===== config.mk =====
export PLATFORM = sky130hd
export DESIGN_NAME = sram_port_arbiter
export DESIGN_NICKNAME = d
export VERILOG_FILES = /design/src/rtl/sram_port_arbiter.sv
export SDC_FILE = /design/constraint.sdc
export NUM_CORES = 1
export LEC_CHECK = 0
export ABC_AREA = 1
export BUFFER_PORTS_ARGS = -buffer_cell sky130_fd_sc_hd__buf_4
export CORE_MARGIN = 5
export CORE_UTILIZATION = 41
export DETAILED_ROUTE_END_ITERATION = 8
export GPL_ROUTABILITY_DRIVEN = 0
export PLACE_DENSITY = 0.91
export SYNTH_ARGS = -nofsm -noshare
export SYNTH_HDL_FRONTEND = slang
export SYNTH_SLANG_ARGS = --single-unit

===== constraint.sdc =====
create_clock -name clk_i -period 1.35 [get_ports clk_i]
set_input_delay 0.0675 -clock clk_i [delete_from_list [all_inputs] [get_ports clk_i]]
set_output_delay 0.0675 -clock clk_i [all_outputs]
set_load 0.03 [all_outputs]

===== src/rtl/sram_port_arbiter.sv =====
// sram_port_arbiter
// -----------------
// Lets two requesters share one single-port SRAM macro, for example a
// weight/activation loader (requester 0) and the MAC engine fetch path
// (requester 1). Grants are round-robin, with at most one access per cycle.
// Each requester may have at most one read outstanding. A requester cannot be
// granted a new read until its previous response has been popped, or is being
// popped in the same cycle.
//
// Ports
//   clk_i, rst_i        clock; synchronous active-high reset
//   scan_en_i           test scan enable; while high, no grants are issued
//   req_valid_i[1:0]    request valid, per requester
//   req_ready_o[1:0]    request accepted (one-hot grant, combinational)
//   req_we_i[1:0]       1 = write, 0 = read
//   req_addr_i          word addresses; requester r uses slice r
//   req_wdata_i         write data; requester r uses slice r
//   rsp_valid_o[1:0]    registered read-response valid
//   rsp_ready_i[1:0]    read-response accepted
//   rsp_rdata_o         registered read data; requester r uses slice r
//   sram_ceb_o          macro chip enable, active-low
//   sram_web_o          macro write enable, active-low
//   sram_a_o, sram_d_o  macro address and write data (0 when idle)
//   sram_q_i            macro read data, valid the cycle after the access
//   sram_scan_en_o      scan_en_i forwarded to the macro
module sram_port_arbiter #(
  parameter int NUM_WORDS = 512,
  parameter int ADDR_W    = $clog2(NUM_WORDS),
  parameter int DATA_W    = 32
) (
  input  logic                  clk_i,
  input  logic                  rst_i,
  input  logic                  scan_en_i,
  input  logic [1:0]            req_valid_i,
  output logic [1:0]            req_ready_o,
  input  logic [1:0]            req_we_i,
  input  logic [2*ADDR_W-1:0]   req_addr_i,
  input  logic [2*DATA_W-1:0]   req_wdata_i,
  output logic [1:0]            rsp_valid_o,
  input  logic [1:0]            rsp_ready_i,
  output logic [2*DATA_W-1:0]   rsp_rdata_o,
  output logic                  sram_ceb_o,
  output logic                  sram_web_o,
  output logic [ADDR_W-1:0]     sram_a_o,
  output logic [DATA_W-1:0]     sram_d_o,
  input  logic [DATA_W-1:0]     sram_q_i,
  output logic                  sram_scan_en_o
);

  // Round-robin pointer: index of the requester preferred when both are eligible.
  logic                ptr_q, ptr_d;
  // A read was issued last cycle; sram_q_i carries its data this cycle.
  logic [1:0]          inflight_q, inflight_d;
  logic [1:0]          rsp_valid_q, rsp_valid_d;
  logic [2*DATA_W-1:0] rsp_rdata_q, rsp_rdata_d;

  logic [1:0]          read_ok;
  logic [1:0]          elig;
  logic                gnt_any;
  logic                gnt_idx;

  // Arbitration
  always_comb begin
    // A new read needs the response slot to be free by the time data returns.
    // That is true when the slot is empty or is being popped this cycle.
    // Writes never use the slot, so they are never held back by it.
    read_ok = ~inflight_q & (~rsp_valid_q | rsp_ready_i);
    elig    = req_valid_i & {2{~scan_en_i}} & (req_we_i | read_ok);
    gnt_any = |elig;
    if (&elig) begin
      gnt_idx = ptr_q;
    end else begin
      gnt_idx = elig[1];
    end
  end

  genvar gi;
  generate
    for (gi = 0; gi < 2; gi++) begin : g_ready
      assign req_ready_o[gi] = gnt_any && (gnt_idx == 1'(gi));
    end
  endgenerate

  // Macro interface, driven combinationally from the grant
  always_comb begin
    sram_ceb_o = 1'b1;
    sram_web_o = 1'b1;
    sram_a_o   = '0;
    sram_d_o   = '0;
    if (gnt_any) begin
      sram_ceb_o = 1'b0;
      if (gnt_idx) begin
        sram_web_o = ~req_we_i[1];
        sram_a_o   = req_addr_i[2*ADDR_W-1:ADDR_W];
        sram_d_o   = req_wdata_i[2*DATA_W-1:DATA_W];
      end else begin
        sram_web_o = ~req_we_i[0];
        sram_a_o   = req_addr_i[ADDR_W-1:0];
        sram_d_o   = req_wdata_i[DATA_W-1:0];
      end
    end
  end

  assign sram_scan_en_o = scan_en_i;

  // Next state
  always_comb begin
    ptr_d       = ptr_q;
    inflight_d  = inflight_q;
    rsp_valid_d = rsp_valid_q;
    rsp_rdata_d = rsp_rdata_q;

    if (gnt_any) begin
      ptr_d = ~gnt_idx;
    end

    for (int r = 0; r < 2; r++) begin
      // When returning data and a pop land on the same edge, the load wins,
      // so a freshly loaded response is never lost.
      if (inflight_q[r]) begin
        rsp_valid_d[r]                   = 1'b1;
        rsp_rdata_d[r*DATA_W +: DATA_W]  = sram_q_i;
        inflight_d[r]                    = 1'b0;
      end else if (rsp_ready_i[r]) begin
        rsp_valid_d[r] = 1'b0;
      end
      if (gnt_any && (gnt_idx == 1'(r)) && !req_we_i[r]) begin
        inflight_d[r] = 1'b1;
      end
    end
  end

  always_ff @(posedge clk_i) begin
    if (rst_i) begin
      ptr_q       <= 1'b0;
      inflight_q  <= '0;
      rsp_valid_q <= '0;
      rsp_rdata_q <= '0;
    end else begin
      ptr_q       <= ptr_d;
      inflight_q  <= inflight_d;
      rsp_valid_q <= rsp_valid_d;
      rsp_rdata_q <= rsp_rdata_d;
    end
  end

  assign rsp_valid_o = rsp_valid_q;
  assign rsp_rdata_o = rsp_rdata_q;

endmodule


# After elaboration in Yosys (flattened, before gate mapping)
# Index checks and enable logic that the tools add are counted.
# classes
muxes	14
bitwise	11
reduce_logical	10
# ops
cell	count
$mux 32	2
$mux 9	2
$mux 1	10
$and 2x2->2	3
$logic_and 1x1->1	4
$not 1->1	4
$not 2->2	2
$or 2x2->2	2
$reduce_bool 2->1	2
$logic_not 1->1	2
$reduce_and 2->1	1
$reduce_or 2->1	1
# totals
input_bits	123
ff_bits	69

# Depth between registers and ports, before layout
# Gate-level depths: netlist of run 1.
# depth
ltp_word	11
mapped_depth	9
ltp_nobuf	9

# Worst setup path after synthesis of run 1
# Ideal clock, no wire load.
# synth_path
kind	register to output
from	reg rsp_valid_q[0], in the netlist rsp_valid_o[0]
to	out req_ready_o[0]
required_ns	1.283
stages_incl_launch_ff	9
arrival_time_ns	1.503
slack_ns	-0.220
cell_sequence	dfxtp_1 -> nand2_1 -> nand2_1 -> nand2_2 -> nand2_2 -> nand2_1 -> buf_4 -> inv_2 -> nor2_1
# synth_via
elab_chain_len	9
word_cells_on_any_way	10
# synth_lines
element	line_no	source
start, declared	54	logic [1:0] rsp_valid_q, rsp_valid_d;
start signal, assigned	142	rsp_valid_q <= rsp_valid_d;
$not 2->2 *	67	read_ok = ~inflight_q & (~rsp_valid_q | rsp_ready_i);
$or 2x2->2 *	67	
$and 2x2->2 *	67	
$or 2x2->2 *	68	elig = req_valid_i & {2{~scan_en_i}} & (req_we_i | read_ok);
$and 2x2->2 *	68	
$reduce_and 2->1	70	if (&elig) begin
$mux 1	70	
$not 1->1	80	assign req_ready_o[gi] = gnt_any && (gnt_idx == 1'(gi));
$logic_and 1x1->1 *	80	
end, declared	35	output logic [1:0] req_ready_o,
# Mark *: on every way between the ends. The rest lies on a longest branch, timed or not.

# Final worst setup path of run 1
# layout_path
from	reg rsp_valid_q[0], in the netlist rsp_valid_o[0]
to	out sram_a_o[0]
# layout_via
elab_chain_len	9
word_cells_on_any_way	10
# layout_lines
element	line_no	source
$not 2->2 *	67	
$or 2x2->2 *	67	
$and 2x2->2 *	67	
$or 2x2->2 *	68	
$and 2x2->2 *	68	
$reduce_and 2->1	70	
$mux 1	70	
$mux 9	92	if (gnt_idx) begin
$mux 9 *	90	if (gnt_any) begin
end, declared	44	output logic [ADDR_W-1:0] sram_a_o,
# Marked as above.

==> results of run 1 <==
-- power breakdown --
| group | total [mW] | switching (mW) | internal [mW] |
|---|---|---|---|
| sequential | 2.17 | 0.0509 | 2.12 |
| clock | 1.72 | 0.736 | 0.987 |
| combinational | 2.17 | 1.19 | 0.974 |
| total | 6.06 | 1.98 | 4.08 |
-- how the worst max path moves through the flow --
stage                                      startpoint             end  cells after the start
after floorplan           rsp_valid_o[0]$_SDFFE_PP0P_  req_ready_o[0]                      8
after detailed placement  rsp_valid_o[1]$_SDFFE_PP0P_     sram_d_o[1]                      8
after global routing      rsp_valid_o[0]$_SDFFE_PP0P_     sram_a_o[1]                     10
after global placement    rsp_valid_o[1]$_SDFFE_PP0P_     sram_d_o[1]                      8
after CTS                 rsp_valid_o[1]$_SDFFE_PP0P_    sram_d_o[17]                      8
final                     rsp_valid_o[0]$_SDFFE_PP0P_     sram_a_o[0]                     10
-- flip-flops by register name (all words and copies together) (netlist names) --
signal and count:
inflight_q 2, ptr_q 1, rsp_rdata_o 64, rsp_valid_o 2
-- cell families after synthesis --
group | after synthesis | share of synthesized area
AOI/OAI and AO/OA | 67 | 0.106
buffers and inverters | 53 | 0.0841
DFF | 69 | 0.424
and+or+nand+nor | 278 | 0.385
-- final cells by class --
cell class | instances | area, sq um
timing repair buffer | 311 | 2840
multi-input combinational | 345 | 1950
sequential | 69 | 1390
fill | 385 | 1150
clock buffer | 13 | 169
tap | 102 | 128
inverter | 17 | 76.3
clock inverter | 1 | 30.0
-- tightest hold or removal path: stages --
cell and delay (ns):
sky130_fd_sc_hd__buf_4 0.08, sky130_fd_sc_hd__inv_1 0.05, sky130_fd_sc_hd__nand2_2 0.08, sky130_fd_sc_hd__a21oi_1 0.06
-- cells in the mapped netlist --
| cell type | count |
|---|---|
| sky130_fd_sc_hd__buf_8 | 2 |
| sky130_fd_sc_hd__nand3_1 | 56 |
| sky130_fd_sc_hd__nand3_2 | 21 |
| sky130_fd_sc_hd__buf_6 | 4 |
| sky130_fd_sc_hd__dfxtp_1 | 69 |
| sky130_fd_sc_hd__buf_4 | 3 |
| sky130_fd_sc_hd__clkbuf_1 | 18 |
| sky130_fd_sc_hd__buf_2 | 9 |
| sky130_fd_sc_hd__nor2_1 | 138 |
| sky130_fd_sc_hd__inv_2 | 4 |
| sky130_fd_sc_hd__nand2_2 | 4 |
| sky130_fd_sc_hd__inv_1 | 13 |
| sky130_fd_sc_hd__a21oi_4 | 1 |
| sky130_fd_sc_hd__o21ai_1 | 17 |
| sky130_fd_sc_hd__nand2_1 | 59 |
| sky130_fd_sc_hd__a21oi_1 | 2 |
| sky130_fd_sc_hd__o21ai_0 | 47 |
-- stage by stage --
stage | cell area (sq um) | setup WS, ns | hold WS [ns]
6_report | 6580 | -0.463 | 0.0491
5_1_grt | 6580 | -0.546 | 0.0415
4_1_cts | 6130 | -0.389 | 0.00314
3_5_place_dp | 5210 | -0.0460 | 0.254
3_3_place_gp | 5210 | -0.0115 | 0.253
2_1_floorplan | 3260 | -0.0294 | 0.129
-- metal layers --
layer	wire, microns	up-vias	GRT usage
met3	1790	120	0.0996
met1	6080	2265	0.307
met2	9900	384	0.590
met5	0	-	0
li1	-	2078	-
met4	1380	0	0.192
-- timing repair --
item	in CTS	in global routing
endpoints found under the hold margin	61	0
cloned	5	4
buffers inserted	4	4
gates resized for setup	57	79
hold buffers	33	0
pin swaps	6	29
setup endpoints to repair	45	48
==> results.md, run 1 <==
- The longest clock path from root to sink contains 2 buffers.
- Pin placement for this block handled 235 I/O pins.
- The share of layout cells above drive strength 1 is 0.520.
- The tree is rooted in a sky130_fd_sc_hd__clkbuf_8.
- Of the available clock period, the critical path in the final layout requires 1.34.
- The number of global-route vias before repair is 4765.
- The number of nets produced by synthesis is 590.
- The synthesized netlist cell count is 467.
- The clock drives 69 sinks.
- Clock latency on the worst-skew pair, taken at its later pin, is 0.34 ns.
- In this run, the number of DRC markers left after iteration 0 of detailed routing was 418.
- The final routed wire length divided by cell count is between 20 and 25 microns.
- After clock tree synthesis, the clock-pin slew on the worst setup and hold paths is 0.06 ns.
- On the critical path, the stage with the largest delay is an instance of sky130_fd_sc_hd__dfxtp_2.
- The routed design has 19.2 mm of wire.
- The final count of pins violating max slew was 0.
- The area of the mapped netlist is 3260 sq um.
- The path type of the worst setup path is flop to output port.
- The number of vias in the routed layout is 4847.
- For hold timing, the worst endpoint is rsp_valid_o[0]$_SDFFE_PP0P_.
- The number of failing setup endpoints in the final timing report is 48.
- The die covers roughly 9800 sq um.
- The setup slack on the worst flop-to-flop path is -0.07 ns.
- Across every metal layer, demand over resource in global routing totals 0.319.
- In this run the worst path has a maximum fanout of 7.
- The first global-routing pass estimated roughly 25 mm of wire.
- The number of antenna violations at the first check in global routing is 0.
- Measured on the finished design, the core utilization comes to 0.852.
- The post-layout worst setup margin is -0.463 ns.
- The total inserted antenna cells is 0.
- The height of the die is 99.1 microns.
- The library cell occupying the most area in the post-synthesis netlist is sky130_fd_sc_hd__dfxtp_1.
- The required time of the critical path is 1.28 ns.
- The worst pin sits at a relative slew slack of 0.747.
- At the worst endpoint, the arrival time is 1.75 ns.
- The number of cells in the design after placement is 794.
- The detail route stage leaves a number of antenna-violating nets equal to 0.
- STA classifies the critical path startpoint as a flop.
- Entering global routing, the biggest net connects 37 pins.
- For this run, the number of standard cells in the final layout without fillers is 858.
- The count of buffers added on input and output ports is 234.
- The share of the synthesized area in the top cell type is 0.424.
- Relative to the synthesized area, the layout overhead comes to 102%.
- Among the stages of the critical path, the cell type that occurs most often is sky130_fd_sc_hd__nand2_2.
- The post-layout minimum cycle time is 1.81 ns.
- Setup repair after global routing could not meet its margin everywhere.
- The launch point of the worst reg-to-reg path is rsp_valid_o[0]$_SDFFE_PP0P_.
- The setup clock skew after layout is approximately 0.014 ns.
- The checks that failed: setup timing.
- TritonCTS built the clock tree.
- The run finished, with violations left.
- The fmax is 551 MHz.
- The worst ir drop on vdd is 0.838 mV.
- The unique cell type count in the Yosys netlist is 17.
- STA classifies the critical path endpoint as an output port.
- The placeable core region is 7730 sq um.
- In this run, CTS created clock tree buffers numbering 9.
- The number of hold violations in the final report is 0.
- In this run the most critical hold path is launched from rsp_ready_i[0].
- The number of remaining DRC errors is 0.
- Traced cell by cell, the critical path runs through nand2_2, nand2_2, nand2_4, nand3_4, nand2_4, buf_12, buf_12, nand3_2, nand2_2, buf_6.
- The number of stages on the worst hold path is 4.
- In this run the core area contains 32 standard-cell rows.
- The number of H-tree branching levels is 3.
- Summed over all layers, the global routing overflow is 0.
- In the final timing run, aggregate negative setup slack is -18.23 ns.
- The terminus of the critical flop-to-flop path is inflight_q[0]$_SDFF_PP0_.
- The number of cells on the worst reg-to-reg path is 9.
- The type of the tightest min-delay check is primary input to flop.
- Across the run, the number of max-cap violations was 0.
- In the layout the commonest cells are 221 x sky130_fd_sc_hd__buf_4, 136 x sky130_fd_sc_hd__nor2_1, 65 x sky130_fd_sc_hd__dfxtp_1.
- After synthesis, the mean cell area works out to 6.97 sq um.
- The number of iterations in the first detailed-routing pass is 7.
- The via count normalized by instance count is 5.65.
- The family of cells with the greatest summed delay on the critical path is simple AND/OR/NAND/NOR gates.
- The number of buffers and inverters on the critical path is 3.
- Yosys attributes the largest share of cell area to sky130_fd_sc_hd__dfxtp_1 42%, sky130_fd_sc_hd__nor2_1 16%, sky130_fd_sc_hd__nand3_1 8.6%, sky130_fd_sc_hd__o21ai_0 7.2%, sky130_fd_sc_hd__nand2_1 6.8%.
- The library cell used most frequently in the layout, excluding fill and tap cells, is sky130_fd_sc_hd__buf_4.
- After legalization and detailed placement, the total HPWL measured around 11 mm.
- The initial utilization of the core area, before any placement, comes to 0.421.
- The power per cell area is around 900 nW/um^2.
- After layout, the design draws a total of approximately 6.1 mW.
- The Yosys step of the flow raised 0 warnings.
- Measured along the x axis, the die boundary spans 99.1 microns.
- For this run, the register share of the synthesized area comes to 0.424.
- At the end of the flow, the number of nets in the layout was ~900.
- The leakage dissipation is 3.32 nW.
- The slew at the pin with the worst max-slew slack is 0.379 ns.
- The number of flip-flops and latches in the synthesized netlist is 69.
- For this run, the slowest stage of the critical path takes 0.32 ns.
Power figures use the tool's default switching activity.
==> run 2: changes to the inputs <==
--- a/config.mk
+++ b/config.mk
@@ -11,6 +11,7 @@
 export CORE_UTILIZATION = 41
 export DETAILED_ROUTE_END_ITERATION = 8
 export GPL_ROUTABILITY_DRIVEN = 0
+export MAX_ROUTING_LAYER = met4
 export PLACE_DENSITY = 0.91
 export SYNTH_ARGS = -nofsm -noshare
 export SYNTH_HDL_FRONTEND = slang
==> run 2 against run 1 <==
Against the previous run: the run still ends with setup timing left; sequential share of layout area down 0.17 points; core utilization up 0.70 points; sequential power about the same; cell count up 0.23%; register-to-register slack about the same; clock skew down 0.0066 ns; critical path depth unchanged; critical path type unchanged; critical endpoint is now sram_a_o[5]; largest cell class unchanged; largest power group is now combinational logic; highest routed layer unchanged.
==> results.md, run 2 (synthesis gave the netlist of run 1 again) <==
- Counting every sink on the clock net gives 69.
- The die width is 99.1 microns.
- The CTS tree is done.
- The sum of routed wire length over all layers is 19.5 mm.
- For this design the ratio of total power to cell area is 915 nW/um^2.
- The setup clock skew after layout is 0.00721 ns.
- The run finished, with violations left.
- Data arrives at the worst endpoint at approximately 1.8 ns.
- The maximum cell stage delay along the critical path is 0.33 ns.
- Once layout is complete, the cells apart from fillers number 860.
- The number of global-route vias before repair was ~4700.
- The half-perimeter wire length after detailed placement is 10.6 mm.
- The post-synthesis to final-layout area growth is 104%.
- The global-route wire length before repair is 24.6 mm.
- After detailed routing, the number of remaining DRC violations is 0.
- The die area is 9830 sq um.
- The pin count of the biggest net entering global routing is 37.
- Of the cells placed in the final design, the portion with a size suffix greater than 1 is 0.520.
- STA classifies the critical path startpoint as a flop.
- The later pin in the worst-skew pair is clocked with a latency of 0.33 ns.
- Along the worst path, the maximum fanout reaches 7.
- The final count of pins violating max slew is 0.
- The required time of the critical path is 1.28 ns.
- For this design, the slowest cell found on the critical path is sky130_fd_sc_hd__dfxtp_2.
- The smallest clock period supported by the final layout is computed as roughly 1.9 ns.
- The post-route total power is 6.07 mW.
- Max-cap violations in this run came to 0.
- The slew at the pin with the worst max-slew slack is 0.396 ns.
- The first-iteration detailed-routing DRC count is 483.
- The portion of the clock cycle consumed by the worst path in the final layout is 1.40.
- The critical path is of the flop to output port type.
- VDD sags by at most 0.817 mV.
- Based on the critical path, the design can be clocked at up to 530 MHz.
- The placeable core region is 7730 sq um.
- The global router's overall resource usage is 0.329.
- The number of placement rows is 32.
- The height of the die is 99.1 microns.
- The flip-flop count of the largest register, all copies and words added is 64.
- The library cell used most frequently in the layout, excluding fill and tap cells, is sky130_fd_sc_hd__buf_4.
- The count of buffers inserted at the top-level ports is around 230.
- The net count reported at finish is 878.
- The number of iterations in the first detailed-routing pass is 5.
- Buffers inserted during clock tree synthesis total 9.
- Setup repair after global routing could not meet its margin everywhere.
- The maximum buffer depth of the clock tree is 2.
- The number of antenna violations at the first check in global routing came to 0.
- Clock-pin slew was measured on the worst setup and hold paths at 0.06 ns.
- The number of vias in the routed layout is 4958.
- The type of element capturing the critical path is an output port.
- In this run the worst hold path is classified as primary input to flop.
- The effective utilization at floorplan is 0.421.
- The root buffer cell is sky130_fd_sc_hd__clkbuf_8.
- The post-layout worst setup margin is -0.535 ns.
- The remaining global-route overflow is 0.
- 0 antenna diodes ended up in the layout.
- In the layout the commonest cells are 221 x sky130_fd_sc_hd__buf_4, 136 x sky130_fd_sc_hd__nor2_1, 65 x sky130_fd_sc_hd__dfxtp_1.
- The number of top-level design ports is 235.
- Summed over all cells, the static leakage comes to 3.34 nW.
- The cell repeated most along the worst path is sky130_fd_sc_hd__nand2_2.
- The number of cells in the design after placement is ~800.
- Once detail routing completed, the nets flagged for antenna violations numbered 0.
- The number of hold violations in the final report is 0.
- Headroom to the max-slew limit came out at 0.736.
- The checks that failed: setup timing.
- Walking the worst path, the cells encountered are inv_2, nand2_2, nand2_1, nand2_2, nand2_4, buf_12, clkbuf_16, nand3_2, nand2_2, buf_6.
- In the routed layout, each cell is associated on average with a via count of 5.77.
- The number of failing setup endpoints in the final timing report is 47.
- The number of H-tree branching levels is 3.
- The final routed wire length divided by cell count is 22.7 microns.
run 2: cell types whose count changed in the layout (fill, tap and decap cells not counted), sizes merged:
cell / delta
buf: +2
run 2: path summary, 6_finish.rpt:
check / startpoint / end / slack [ns] / cells past startpoint
worst max-delay path: inflight_q[1]$_SDFF_PP0_ / sram_a_o[5] / -0.54 / 10
worst min-delay path: rsp_ready_i[0] / rsp_valid_o[0]$_SDFFE_PP0P_ / 0.04 / 4
worst max register to register: rsp_valid_o[0]$_SDFFE_PP0P_ / inflight_q[0]$_SDFF_PP0_ / -0.06 / 9
worst min register to register: rsp_valid_o[0]$_SDFFE_PP0P_ / rsp_valid_o[0]$_SDFFE_PP0P_ / 0.50 / 2
run 2: report_power, final:
part           internal [mW]  total [mW]  leakage, nW  switching [mW]
clock network          0.986        1.69        0.102           0.699
logic                  0.991        2.21         2.67            1.22
registers               2.12        2.17        0.563          0.0516
total                   4.10        6.07         3.34            1.97
run 2: repair_timing:
item / 4_1_cts / 5_1_grt
hold endpoints to repair: 61 / 0
hold buffers: 33 / 0
pin swaps: 6 / 28
cloned: 5 / 4
endpoints found under the setup margin: 45 / 49
resized for setup: 57 / 82
buffers inserted: 4 / 6
run 2: per-layer routing:
metal | vias to the layer above | track usage | part of all wire
met1 | 2300 | 0.316 | 0.32
met5 | - | - | 0
met4 | 0 | 0.196 | 0.075
li1 | 2083 | - | -
met2 | 445 | 0.587 | 0.50
met3 | 130 | 0.0870 | 0.11
run 2: metrics by stage:
stage               setup TNS (ns)  cell area (sq um)  worst slack, ns  hold slack, ns  utilization
floorplan                  -0.0294               3260          -0.0294           0.129            -
global placement           -0.0115               5210          -0.0115           0.253        0.675
detailed placement          -0.319               5210          -0.0460           0.254        0.675
CTS                         -15.91               6130           -0.389         0.00314        0.794
global route                -20.91               6640           -0.582          0.0265        0.859
finish                      -18.39               6640           -0.535          0.0360        0.859
run 2: critical path: cells and delay by family, from the launching register on:
kind / cells / cell delay, ns
AND/OR/NAND/NOR: 6 / 0.65
buffers and inverters: 4 / 0.49
flip-flops: 1 / 0.33
run 2: cell type report:
class	count	area [sq um]
multi-input combinational	345	1980
sequential	69	1390
tap	102	128
inverter	17	76.3
timing repair buffer	313	2870
clock inverter	1	30.0
clock buffer	13	169
fill	368	1090
==> run 3: changes to the inputs <==
--- a/config.mk
+++ b/config.mk
@@ -7,12 +7,14 @@
 export LEC_CHECK = 0
 export ABC_AREA = 1
 export BUFFER_PORTS_ARGS = -buffer_cell sky130_fd_sc_hd__buf_4
+export CELL_PAD_IN_SITES_DETAIL_PLACEMENT = 0
+export CELL_PAD_IN_SITES_GLOBAL_PLACEMENT = 2
 export CORE_MARGIN = 5
-export CORE_UTILIZATION = 41
+export CORE_UTILIZATION = 19
 export DETAILED_ROUTE_END_ITERATION = 8
 export GPL_ROUTABILITY_DRIVEN = 0
 export MAX_ROUTING_LAYER = met4
-export PLACE_DENSITY = 0.91
+export PLACE_DENSITY = 0.88
 export SYNTH_ARGS = -nofsm -noshare
 export SYNTH_HDL_FRONTEND = slang
 export SYNTH_SLANG_ARGS = --single-unit
==> run 3 against run 2 <==
Against the previous run: the flow still finishes with violations (setup timing); register-to-register slack better by 0.10 ns; wire length is 20% lower; combinational power is 5% lower; critical path depth is 1 lower; critical path type unchanged; cell count is 14% higher; via count is 17% lower; power is 9.7% higher; count of clock-buffer cells in the layout is 2 lower.
==> results.md, run 3 (synthesis gave the netlist of run 1 again) <==
- The flow ran to the end, but the final reports show violations.
- The final reports fail on setup timing.
- For the worst-skew pair, the clock arrives at the later sink with an insertion delay of 0.32 ns.
- In the layout the commonest cells are 207 x sky130_fd_sc_hd__buf_4, 137 x sky130_fd_sc_hd__nor2_1, 66 x sky130_fd_sc_hd__dfxtp_1.
- The floorplan has between 40 and 50 rows.
- The number of failing setup endpoints in the final timing report is 45.
- The number of hold violations in the final report came to 0.
- STA classifies the critical path startpoint as a flop.
- The family of cells with the greatest summed delay on the critical path is buffers and inverters.
- For this run, design rule violations remaining after detail routing come to 0.
- The number of global-route vias before repair is 4115.
- The part of the power in registers is 0.325.
- The H-tree was split into 3 levels.
- The final count of pins violating max slew came to 0.
- The largest single stage delay on the critical path is approximately 0.32 ns.
- The part of the total power dissipated in combinational logic is 0.318.
- The number of top-level design ports is 235.
- The number of vias in the routed layout is 4134.
- The met2 demand-to-capacity share in global routing is 0.240.
- STA classifies the critical path endpoint as an output port.
- The worst pin sits at a relative slew slack of 0.713.
- The via count normalized by instance count is 4.23.
- For this run, the total global-route usage over all layers was measured as 0.144.
- In this run the most critical hold path is launched from rsp_ready_i[0].
- Max-cap violations in this run came to 0.
- The count of nets left with antenna violations once routing finished came out at 0.
- The fmax is 567 MHz.
- Among all stages on the critical path, the largest delay is contributed by sky130_fd_sc_hd__dfxtp_2.
- The flip-flop count of the largest register, all copies and words added is 64.
- The met1 track utilization from global routing is 0.173.
- The worst setup path is of the flop to output port kind.
- The number of iterations in the first detailed-routing pass is 4.
- The net count reported at finish is 875.
- The share of layout cells above drive strength 1 is 0.523.
- The commonest non-fill, non-tap cell in the layout is sky130_fd_sc_hd__buf_4.
- Summing all non-filler instances in the final layout gives an area of between 6000 and 7000 sq um.
- The die area is just under 20000 sq um.
- The count of buffers inserted at the top-level ports is 234.
- After clock tree synthesis, the clock-pin slew on the worst setup and hold paths is 0.06 ns.
- Walking the worst path, the cells encountered are nand2_2, nand2_2, a21oi_4, nand2_8, buf_12, buf_8, nand2_2, nand2_2, buf_6.
- After layout, the design draws a total of 6.66 mW.
- The clock share of power is 0.357.
- The total inserted antenna cells is 0.
- Summed over all nets, the switching power comes to just over 2 mW.
- The routed design has 15.6 mm of wire.
- The placeable core region is 16700 sq um.
- Setup repair after global routing could not meet its margin everywhere.
- The post-synthesis to final-layout area growth is 113%.
- The height of the die is 141 microns.
- The clock drives 69 sinks.
- The worst-path maximum fanout is 6.
- Cell internal power was estimated by the tool at 4.61 mW.
- The root buffer cell is sky130_fd_sc_hd__clkbuf_16.
- The die width is between 100 and 150 microns.
- The number of antenna violations at the first check in global routing is 0.
- The CTS tree is done.
- The filler cells instantiated in the layout total 1716.
- The net switching fraction of the power is 0.308.
- The cell repeated most along the worst path is sky130_fd_sc_hd__nand2_2.
- The first-iteration detailed-routing DRC count is 182.
- In this run the most used layer during global routing was met2.
- The post-layout worst setup margin is -0.413 ns.
- The longest clock path from root to sink contains 2 buffers.
- The number of clock buffers inserted by TritonCTS is 9.
- The worst ir drop on vdd is 0.593 mV.
- Entering global routing, the biggest net connects 36 pins.
- For the pin with the worst max-slew slack, the measured transition is around 0.43 ns.
- The fraction of the core area covered by cells at the end of the flow is 0.416.
- Summed over all cells, the static leakage comes to 3.38 nW.
- The effective utilization at floorplan is 0.195.
- Counting both buffers and inverters, the worst setup path holds a total of 3.
- The launch point of the worst reg-to-reg path is rsp_valid_o[1]$_SDFFE_PP0P_.
- The half-perimeter wire length after detailed placement is roughly 10 mm.
- The first global-routing pass estimated about 22 mm of wire.
- The remaining global-route overflow is 0.
- Prior to clock tree synthesis, the placed netlist has a worst setup slack of -0.0624 ns.
- The met3 global-route usage is 0.0328.
- Dividing the final minimum period by the clock period gives 1.31.
- The post-layout minimum cycle time is 1.76 ns.
- The final routed wire length divided by cell count is 15.9 microns.
- The required time of the critical path is around 1.3 ns.
- The origin of the worst setup path is rsp_valid_o[1]$_SDFFE_PP0P_.
- In this run the worst hold path is classified as primary input to flop.
- The post-detailed-placement cell area is between 5000 and 6000 sq um.
- Clock skew on the completed layout was measured at 0.00444 ns.
- The power per cell area is about 960 nW/um^2.
- STA puts the critical path data arrival time at 1.70 ns.
## run 3: cell type report
| class | count | area, sq um | area share |
|---|---|---|---|
| Clock buffer | 11 | 243 | 0.0349 |
| Clock inverter | 5 | 58.8 | 0.00847 |
| Inverter | 17 | 76.3 | 0.0110 |
| Multi-Input combinational cell | 345 | 2000 | 0.288 |
| Sequential cell | 69 | 1390 | 0.199 |
| Tap cell | 220 | 275 | 0.0396 |
| Timing Repair Buffer | 310 | 2910 | 0.418 |
## run 3: per-stage QoR
stage / TNS (ns) / hold WS (ns) / std cells
2_1_floorplan: -0.0294 / 0.129 / 467
3_5_place_dp: -1.06 / 0.269 / 912
4_1_cts: -15.26 / 0.0255 / 967
6_report: -15.60 / 0.0318 / 977
5_1_grt: -18.83 / 0.0452 / 977
3_3_place_gp: -1.29 / 0.269 / 912
## run 3: power by group through the flow
stage	Clock [mW]	Combinational (mW)	Sequential [mW]
after global placement	0	1.62	2.21
after CTS	2.47	1.88	2.16
final	2.38	2.11	2.16
after detailed placement	0	1.62	2.21
after floorplan	0	0.664	2.37
after global routing	2.55	2.23	2.18
## run 3: per-layer routing
layer	up-vias	share of wire
li1	2091	-
met1	1859	0.42
met2	154	0.50
met3	30	0.052
met4	0	0.030
met5	-	0
## run 3: repair_timing
item	4_1_cts	5_1_grt
hold buffers	33	0
pin swaps	13	27
hold endpoints to repair	67	0
buffers inserted	3	2
gates cloned	3	9
gates resized for setup	72	82
setup endpoints to repair	45	47
## run 3: final timing paths
path,endpoint,slack [ns],depth (start not counted)
max,sram_d_o[31],-0.41,9
min,rsp_valid_o[0]$_SDFFE_PP0P_,0.03,4
min reg2reg,rsp_rdata_o[39]$_SDFFE_PP0P_,0.49,2
max reg2reg,ptr_q$_SDFFE_PP0P_,0.04,8
## run 3: worst reg2reg max path: stages (launching register included)
cell and delay (ns):
sky130_fd_sc_hd__dfxtp_2 0.32, sky130_fd_sc_hd__nand2_2 0.06, sky130_fd_sc_hd__nand2_2 0.07, sky130_fd_sc_hd__a21oi_4 0.26, sky130_fd_sc_hd__nand2_8 0.14, sky130_fd_sc_hd__buf_12 0.17
sky130_fd_sc_hd__inv_8 0.06, sky130_fd_sc_hd__buf_4 0.10, sky130_fd_sc_hd__nor2_1 0.03
